===== src/rtl/booth_pkg.sv =====
// Shared types and constants for the Booth multiply-accumulate stage.
package booth_pkg;

    localparam int PROD_W_DEF = 8;
    localparam int ACC_W_DEF  = 11;
    localparam int CNT_W_DEF  = 4;

    localparam logic signed [ACC_W_DEF-1:0] ACC_MAX = {1'b0, {(ACC_W_DEF-1){1'b1}}};
    localparam logic signed [ACC_W_DEF-1:0] ACC_MIN = {1'b1, {(ACC_W_DEF-1){1'b0}}};

    typedef enum logic [1:0] {
        ST_IDLE  = 2'd0,
        ST_ACCUM = 2'd1,
        ST_DONE  = 2'd2
    } mac_state_e;

endpackage


===== src/rtl/booth_sat_add.sv =====
// Sign-extends a product, adds it to the accumulator one bit wider, and clamps
// the result to the signed accumulator range.
module booth_sat_add #(
    parameter int PROD_W = 8,
    parameter int ACC_W  = 11
) (
    input  logic [ACC_W-1:0]  acc_i,
    input  logic [PROD_W-1:0] prod_i,
    output logic [ACC_W-1:0]  sum_o,
    output logic              sat_o
);

    localparam int SUM_W = ACC_W + 1;

    logic [SUM_W-1:0] acc_ext;
    logic [SUM_W-1:0] prod_ext;
    logic [SUM_W-1:0] sum_wide;

    always_comb begin
        acc_ext  = {acc_i[ACC_W-1], acc_i};
        prod_ext = {{(SUM_W-PROD_W){prod_i[PROD_W-1]}}, prod_i};
        sum_wide = acc_ext + prod_ext;
        // The wide sum cannot itself overflow, so a mismatch of its top two
        // bits means the result left the accumulator range; the MSB gives the side.
        sat_o = sum_wide[SUM_W-1] ^ sum_wide[SUM_W-2];
        if (!sat_o) begin
            sum_o = sum_wide[ACC_W-1:0];
        end else if (sum_wide[SUM_W-1]) begin
            sum_o = {1'b1, {(ACC_W-1){1'b0}}};
        end else begin
            sum_o = {1'b0, {(ACC_W-1){1'b1}}};
        end
    end

endmodule


===== src/rtl/booth_mac_accumulator.sv =====
// Block accumulator behind the 4x4 Booth multiplier: sums N products with
// saturation and holds the result until the consumer acknowledges it.
//
// state    | meaning
// ---------+--------------------------------------------------------------
// ST_IDLE  | no block active, acc_o keeps the last result
// ST_ACCUM | accepting products, one per cycle when valid
// ST_DONE  | block result on acc_o, waiting for res_ready_i or start_i
module booth_mac_accumulator
    import booth_pkg::*;
#(
    parameter int PROD_W = PROD_W_DEF,
    parameter int ACC_W  = ACC_W_DEF,
    parameter int CNT_W  = CNT_W_DEF
) (
    input  logic              clk,
    input  logic              rst_n,
    input  logic              ena,
    input  logic              start_i,
    input  logic [CNT_W-1:0]  len_i,
    input  logic [PROD_W-1:0] prod_i,
    input  logic              prod_valid_i,
    output logic              prod_ready_o,
    input  logic              res_ready_i,
    output logic [ACC_W-1:0]  acc_o,
    output logic              done_o,
    output logic              sat_o,
    output logic              busy_o,
    output logic [CNT_W-1:0]  cnt_o
);

    mac_state_e       state_q, state_d;
    logic [ACC_W-1:0] acc_q, acc_d;
    logic             sat_q, sat_d;
    logic [CNT_W-1:0] cnt_q, cnt_d;
    logic [CNT_W-1:0] len_q, len_d;

    logic [ACC_W-1:0] add_sum;
    logic             add_sat;

    booth_sat_add #(
        .PROD_W (PROD_W),
        .ACC_W  (ACC_W)
    ) u_sat_add (
        .acc_i  (acc_q),
        .prod_i (prod_i),
        .sum_o  (add_sum),
        .sat_o  (add_sat)
    );

    always_comb begin
        state_d = state_q;
        acc_d   = acc_q;
        sat_d   = sat_q;
        cnt_d   = cnt_q;
        len_d   = len_q;
        if (ena) begin
            case (state_q)
                ST_IDLE: begin
                    if (start_i) begin
                        state_d = ST_ACCUM;
                        acc_d   = '0;
                        sat_d   = 1'b0;
                        cnt_d   = '0;
                        len_d   = len_i;
                    end
                end
                ST_ACCUM: begin
                    if (prod_valid_i) begin
                        acc_d = add_sum;
                        sat_d = sat_q | add_sat;
                        cnt_d = cnt_q + CNT_W'(1);
                        // len 0 stands for a full 2^CNT_W block; len-1 wraps to all ones.
                        if (cnt_q == len_q - CNT_W'(1)) begin
                            state_d = ST_DONE;
                        end
                    end
                end
                ST_DONE: begin
                    if (start_i) begin
                        state_d = ST_ACCUM;
                        acc_d   = '0;
                        sat_d   = 1'b0;
                        cnt_d   = '0;
                        len_d   = len_i;
                    end else if (res_ready_i) begin
                        state_d = ST_IDLE;
                    end
                end
                default: state_d = ST_IDLE;
            endcase
        end
    end

    always_ff @(posedge clk or negedge rst_n) begin
        if (!rst_n) begin
            state_q <= ST_IDLE;
            acc_q   <= '0;
            sat_q   <= 1'b0;
            cnt_q   <= '0;
            len_q   <= '0;
        end else begin
            state_q <= state_d;
            acc_q   <= acc_d;
            sat_q   <= sat_d;
            cnt_q   <= cnt_d;
            len_q   <= len_d;
        end
    end

    assign acc_o        = acc_q;
    assign sat_o        = sat_q;
    assign cnt_o        = cnt_q;
    assign busy_o       = (state_q == ST_ACCUM);
    assign done_o       = (state_q == ST_DONE);
    assign prod_ready_o = (state_q == ST_ACCUM) & ena;

endmodule


===== config.mk =====
export PLATFORM = sky130hd
export DESIGN_NAME = booth_mac_accumulator
export DESIGN_NICKNAME = d
export VERILOG_FILES = /design/src/rtl/booth_pkg.sv /design/src/rtl/booth_sat_add.sv /design/src/rtl/booth_mac_accumulator.sv
export SDC_FILE = /design/constraint.sdc
export NUM_CORES = 1
export LEC_CHECK = 0
export CAP_MARGIN = 30
export CORE_MARGIN = 2
export CORE_UTILIZATION = 65
export CTS_BUF_LIST = sky130_fd_sc_hd__clkbuf_2
export CTS_CLUSTER_SIZE = 12
export DETAILED_ROUTE_END_ITERATION = 6
export DONT_BUFFER_PORTS = 1
export GPL_ROUTABILITY_DRIVEN = 1
export HOLD_SLACK_MARGIN = 0.05
export PLACE_DENSITY_LB_ADDON = 0.15
export SYNTH_ARGS = -nofsm -noshare
export SYNTH_HDL_FRONTEND = slang
export SYNTH_HIERARCHICAL = 1
export SYNTH_SLANG_ARGS = --single-unit

===== constraint.sdc =====
create_clock -name clk -period 3.3 [get_ports clk]
set_input_delay 0.66 -clock clk [delete_from_list [all_inputs] [get_ports clk]]
set_output_delay 0.66 -clock clk [all_outputs]
set_load 0.02 [all_outputs]

# Yosys cells after proc, flatten, opt, wreduce, memory -nomap -nowiden
# Cells that the tools add are included.
# totals
ff_bits,22
latch_bits,0
ram_bits,0
mem_bits_ro,0
output_inout_bits,19
elab_cells,42
mem_count,0
# classes
n_addsub,3
multipliers,0
div,0
magnitude_cmp,0
eq_ne,8
shift,0
mux,17
bitwise_logic,3
reduce_logical,6
# op_table
cell,count
$mux 11,4
$pmux 11 s2,1
$add 11x8->12,1
$mux 2,5
$mux 4,2
$pmux 4 s2,1
$pmux 2 s3,1
$reduce_and 5->1,1
$add 4x1->4 const B,1
$eq 4x4->1,1
$ne 2x1->1 const B,2
$ne 2x2->1 const B,2
$reduce_and 4->1,1
$sub 4x1->4 const B,1
$ne 3x3->1 const B,1
$reduce_and 3->1,1
$eq 2x1->1 const B,1
$eq 2x2->1 const B,1
$logic_not 2->1,1
$mux 1,2
$pmux 1 s2,1
$reduce_bool 2->1,1
$reduce_or 2->1,1
$and 1x1->1,1
2 further kinds,2

# Longest topological paths before layout
# logic_depth
word_depth,5
ltp_mapped,10
mapped_depth_nobuf,10

# Cells and area by module
# Netlist, hierarchy kept.
# by_module_without_submodules
mod,n_inst,cells_per_inst,area_per_inst_um2
booth_mac_accumulator,1,108,1042.2
booth_sat_add,1,84,665.6

# Worst setup path after synthesis
# OpenSTA, ideal clock, no wires.
# synth_path
kind,input-to-reg
start,input port prod_i[0]
end,"register acc_q[9], in the netlist acc_o[9]"
setup_time_ns,0.083
arrival_ns,2.603
path_slack_ns,0.615
cell_stages,10
n_path_buf,0
cell_sequence,ha_1 > fa_1 > a21o_2 > nand4_2 > a21oi_1 > a211oi_4 > a221oi_1 > o211ai_1 > nand2_1 > o21ai_0
# synth_between
elab_chain_len,5
elab_cells_between_ends,6
cone_classes,add/sub (1); mux (4); bitwise (1)
# synth_lines
element,line,rtl
from (decl),booth_mac_accumulator.sv:21,"input logic [PROD_W-1:0] prod_i,"
$add 11x8->12 *,booth_sat_add.sv:22,sum_wide = acc_ext + prod_ext;
$mux 11 / $xor 1x1->1 (equally long branches),"booth_sat_add.sv:28, booth_sat_add.sv:25",
$mux 11 *,booth_sat_add.sv:26,if (!sat_o) begin
via add_sum[9],booth_mac_accumulator.sv:38,logic [ACC_W-1:0] add_sum;
$mux 11 *,booth_mac_accumulator.sv:69,if (prod_valid_i) begin
$pmux 11 s2 *,booth_mac_accumulator.sv:58,case (state_q)
to (signal assigned),booth_mac_accumulator.sv:98,acc_q <= '0;
to (signal assigned),booth_mac_accumulator.sv:104,acc_q <= acc_d;
to (decl),booth_mac_accumulator.sv:33,"logic [ACC_W-1:0] acc_q, acc_d;"
# Mark *: on every way through the listed nets, which the timed path passes. The rest lies on a longest branch. The select of a mux whose other input is x is not followed.
# A chain may end at the register's enable or synchronous reset.

# Final worst setup path
# layout_path
start,"register acc_q[0], in the netlist acc_o[0]"
end,"register acc_q[4], in the netlist acc_o[4]"
# layout_between
elab_chain_len,5
elab_cells_between_ends,6
cone_classes,add/sub (1); mux (4); bitwise (1)
# layout_lines
element,line
$add 11x8->12 *,booth_sat_add.sv:22
$mux 11 / $xor 1x1->1 (equally long branches),"booth_sat_add.sv:28, booth_sat_add.sv:25"
$mux 11 *,booth_sat_add.sv:26
via add_sum[4],booth_mac_accumulator.sv:38
$mux 11 *,booth_mac_accumulator.sv:69
$pmux 11 s2 *,booth_mac_accumulator.sv:58
# Marked as above.

==> results.json <==
{
  "r2r_cells": 10,
  "r2r-end": "acc_o[4]",
  "worstSkewPairLatency_ps": 310,
  "ctsHtreeMaxLevel": 1,
  "whs_ps": 445,
  "synth_enable_flop_cells": 0,
  "synth_flop_cell": "dfrtp_1",
  "final_cell_mix": "nand2_1 (35), dfrtp_1 (22), o21ai_0 (18), a21oi_1 (18), xnor2_1 (14)",
  "path_max_fanout": 10,
  "fmax_mhz": 348,
  "clkSinkCount": 22,
  "cts_made_buffers": 3,
  "run_status": "complete, no violations",
  "syn_inst": 192,
  "hold_path_class": "in -> reg",
  "start_kind": "flip-flop",
  "vias": 1362,
  "die_h_um": 55.3,
  "finalHoldViolations": 0,
  "drt-initial-drc-count": 64,
  "nets": 225,
  "die_w_um": 55.3,
  "synth.yosys.seq_area_share_pct": 32.2,
  "clk_pin_slew_worst_paths_ps": 210,
  "post_cts_resized": 0,
  "avgSynthCellArea_um2": 8.90,
  "clock_skew_ps": 8.48,
  "overflow": 0,
  "detail_route.wl_per_cell_um": 15.9,
  "clock_tree.buffer_depth": 2,
  "synth_area_um2": 1710,
  "first_pass_iters": 4,
  "grt_pass1_vias": 1288,
  "drc_errors": 0,
  "crit_path_end_kind": "flip-flop",
  "fp.dieArea_um2": 3050,
  "ys_warn_count": 6,
  "ir_worst_vdd_uv": 697,
  "coreArea_um2": 2480,
  "track_usage_pct": 22.9,
  "num_antenna_cells": 0,
  "antenna_found_initial": 0,
  "finalCritPeriodShare_pct": 87.1,
  "yosysTopAreaCell": "dfrtp_1",
  "areaGrowthSynthToFinish_pct": 3.59,
  "min-delay-start": "len_i[0]",
  "p_leak_nw": 0.804,
  "rows": 18,
  "synth_top_area_share_pct": 32.2,
  "gp_congestion": 0.872,
  "relSlewSlack_pct": 58.2,
  "yosys-top-cells-area": "dfrtp_1 (32%), ha_1 (9.5%), nand2_1 (7.7%)",
  "final_antenna_net_count": 0,
  "rr_startpoint": "acc_o[0]",
  "place_hpwl_um": 2730,
  "grt_max_degree": 27,
  "cts_tree": "yes",
  "avgViaCountPerCell": 6.14,
  "timing.final.max_slew_violations": 0,
  "top_level_ports": 37,
  "rsz0062_at_grt": "false",
  "setup_viol": 0,
  "drt-total-wl_um": 3520,
  "arrival_ps": 3120,
  "synth_cell_types": 50,
  "fin_crit_ps": 2870,
  "tns_ps": 0,
  "syn_nets": 224,
  "path_class": "reg -> reg",
  "worst_pin_slew_ps": 627,
  "fillerInstances": 191,
  "seq_area_um2": 551,
  "worstPathRequired_ps": 3550,
  "grt_pass1_wl_um": 5840,
  "multi_input_area_um2": 1100,
  "start_util_pct": 68.9,
  "min_to": "len_q[0]",
  "layout_commonest_cell": "nand2_1",
  "layout-drive-gt1-share_pct": 11.5,
  "clockRootBuffer": "clkbuf_2",
  "synth_seq_cells": 22,
  "cap_violations": 0,
  "pwr_density_cell_nw_per_um2": 1230,
  "async_flop_share_pct": 100,
  "ff2ff_setup_slack_ps": 430,
  "min_path_cells": 2,
  "port_buffers": 0
}
==> how the worst max path moves through the flow <==
stage	cells past startpoint	slack (ps)	to	startpoint
finish	10	430	acc_o[4]	acc_o[0]
global route	10	230	acc_o[9]	acc_o[0]
CTS	10	440	acc_o[4]	acc_o[0]
detailed placement	10	330	acc_o[4]	prod_i[0]
global placement	10	470	acc_o[9]	prod_i[0]
floorplan	10	610	acc_o[9]	prod_i[0]
==> logic make-up (layout without fill, tap and decap cells) <==
group / count (synthesis) / after routing / synth area share (%)
AO/OA/AOI/OAI: 60 / 60 / 23.2
XOR/XNOR: 16 / 16 / 8.21
adder cells (fa/ha/maj): 17 / 17 / 12.5
buffers and inverters: 10 / 10 / 3.59
flip-flops: 22 / 22 / 32.2
multiplexers: 3 / 3 / 1.98
AND/OR/NAND/NOR: 64 / 64 / 18.3
==> registers in the layout, indices dropped and copies added, names as in the netlist <==
register  flops
state_q       2
sat_o         1
len_q         4
acc_o        11
cnt_o         4
==> cells in the mapped netlist (2+ instances only) <==
| master | n |
|---|---|
| dfrtp_1 | 22 |
| nand3_1 | 2 |
| buf_6 | 2 |
| maj3_1 | 3 |
| o21ai_1 | 2 |
| nor2b_1 | 2 |
| a211o_1 | 2 |
| a21o_1 | 4 |
| a21o_2 | 2 |
| xnor2_1 | 14 |
| a21oi_1 | 18 |
| ha_1 | 13 |
| inv_1 | 4 |
| a211oi_4 | 2 |
| nand2b_1 | 2 |
| nand2_1 | 35 |
| xor2_1 | 2 |
| nand4_1 | 2 |
| nor2_1 | 8 |
| mux2_2 | 3 |
| nor3_1 | 2 |
| o21ai_0 | 18 |
==> layer usage <==
| layer | share of wire [%] | global-route usage (%) | up-vias |
|---|---|---|---|
| met1 | 46 | 32.7 | 631 |
| met3 | 4.4 | 3.75 | 2 |
| met2 | 49 | 36.7 | 39 |
| met5 | 0 | 0 | - |
| met4 | 0.28 | 4.88 | 0 |
| li1 | - | - | 690 |
==> per-stage QoR <==
step	setup WS [ps]	total power (W)	util, %	cells	area [um2]
after floorplan	615	0.00177	-	192	1710
after global placement	467	0.00193	68.6	216	1700
after detailed placement	335	0.00198	68.6	216	1700
after CTS	440	0.00218	70.8	221	1750
after global routing	233	0.00238	71.4	222	1770
final	426	0.00218	71.4	222	1770
==> power breakdown <==
group	internal [W]	switching, W	leakage [nW]
sequential	0.000398	0.000287	0.266
clock	0.000105	0.0000809	0.0266
combinational	0.000580	0.000732	0.511
==> area by class of cell <==
class                           instances  share of cell area (%)
Inverter                                4                   0.849
Clock inverter                          1                    1.70
Sequential cell                        22                    31.1
Timing Repair Buffer                    2                    1.41
Tap cell                               30                    2.12
Clock buffer                            3                   0.849
Multi-Input combinational cell        160                    62.0
==> worst max-delay path, cell delays in order (launching register included) <==
cell and delay [ps]:
dfrtp_1 520, ha_1 270, fa_1 420, a21o_2 250, nand4_2 120, a21oi_1 140, a211oi_4 480, nand2_1 190
a21oi_1 170, nand2_1 60, o21ai_0 180
==> timing repair <==
| action | CTS | global route |
|---|---|---|
| hold buffers | 1 | 0 |
| endpoints found under the hold margin | 22 | 0 |
| buffers inserted | 0 | 0 |
No activity file was read; power rests on OpenSTA's default activity.
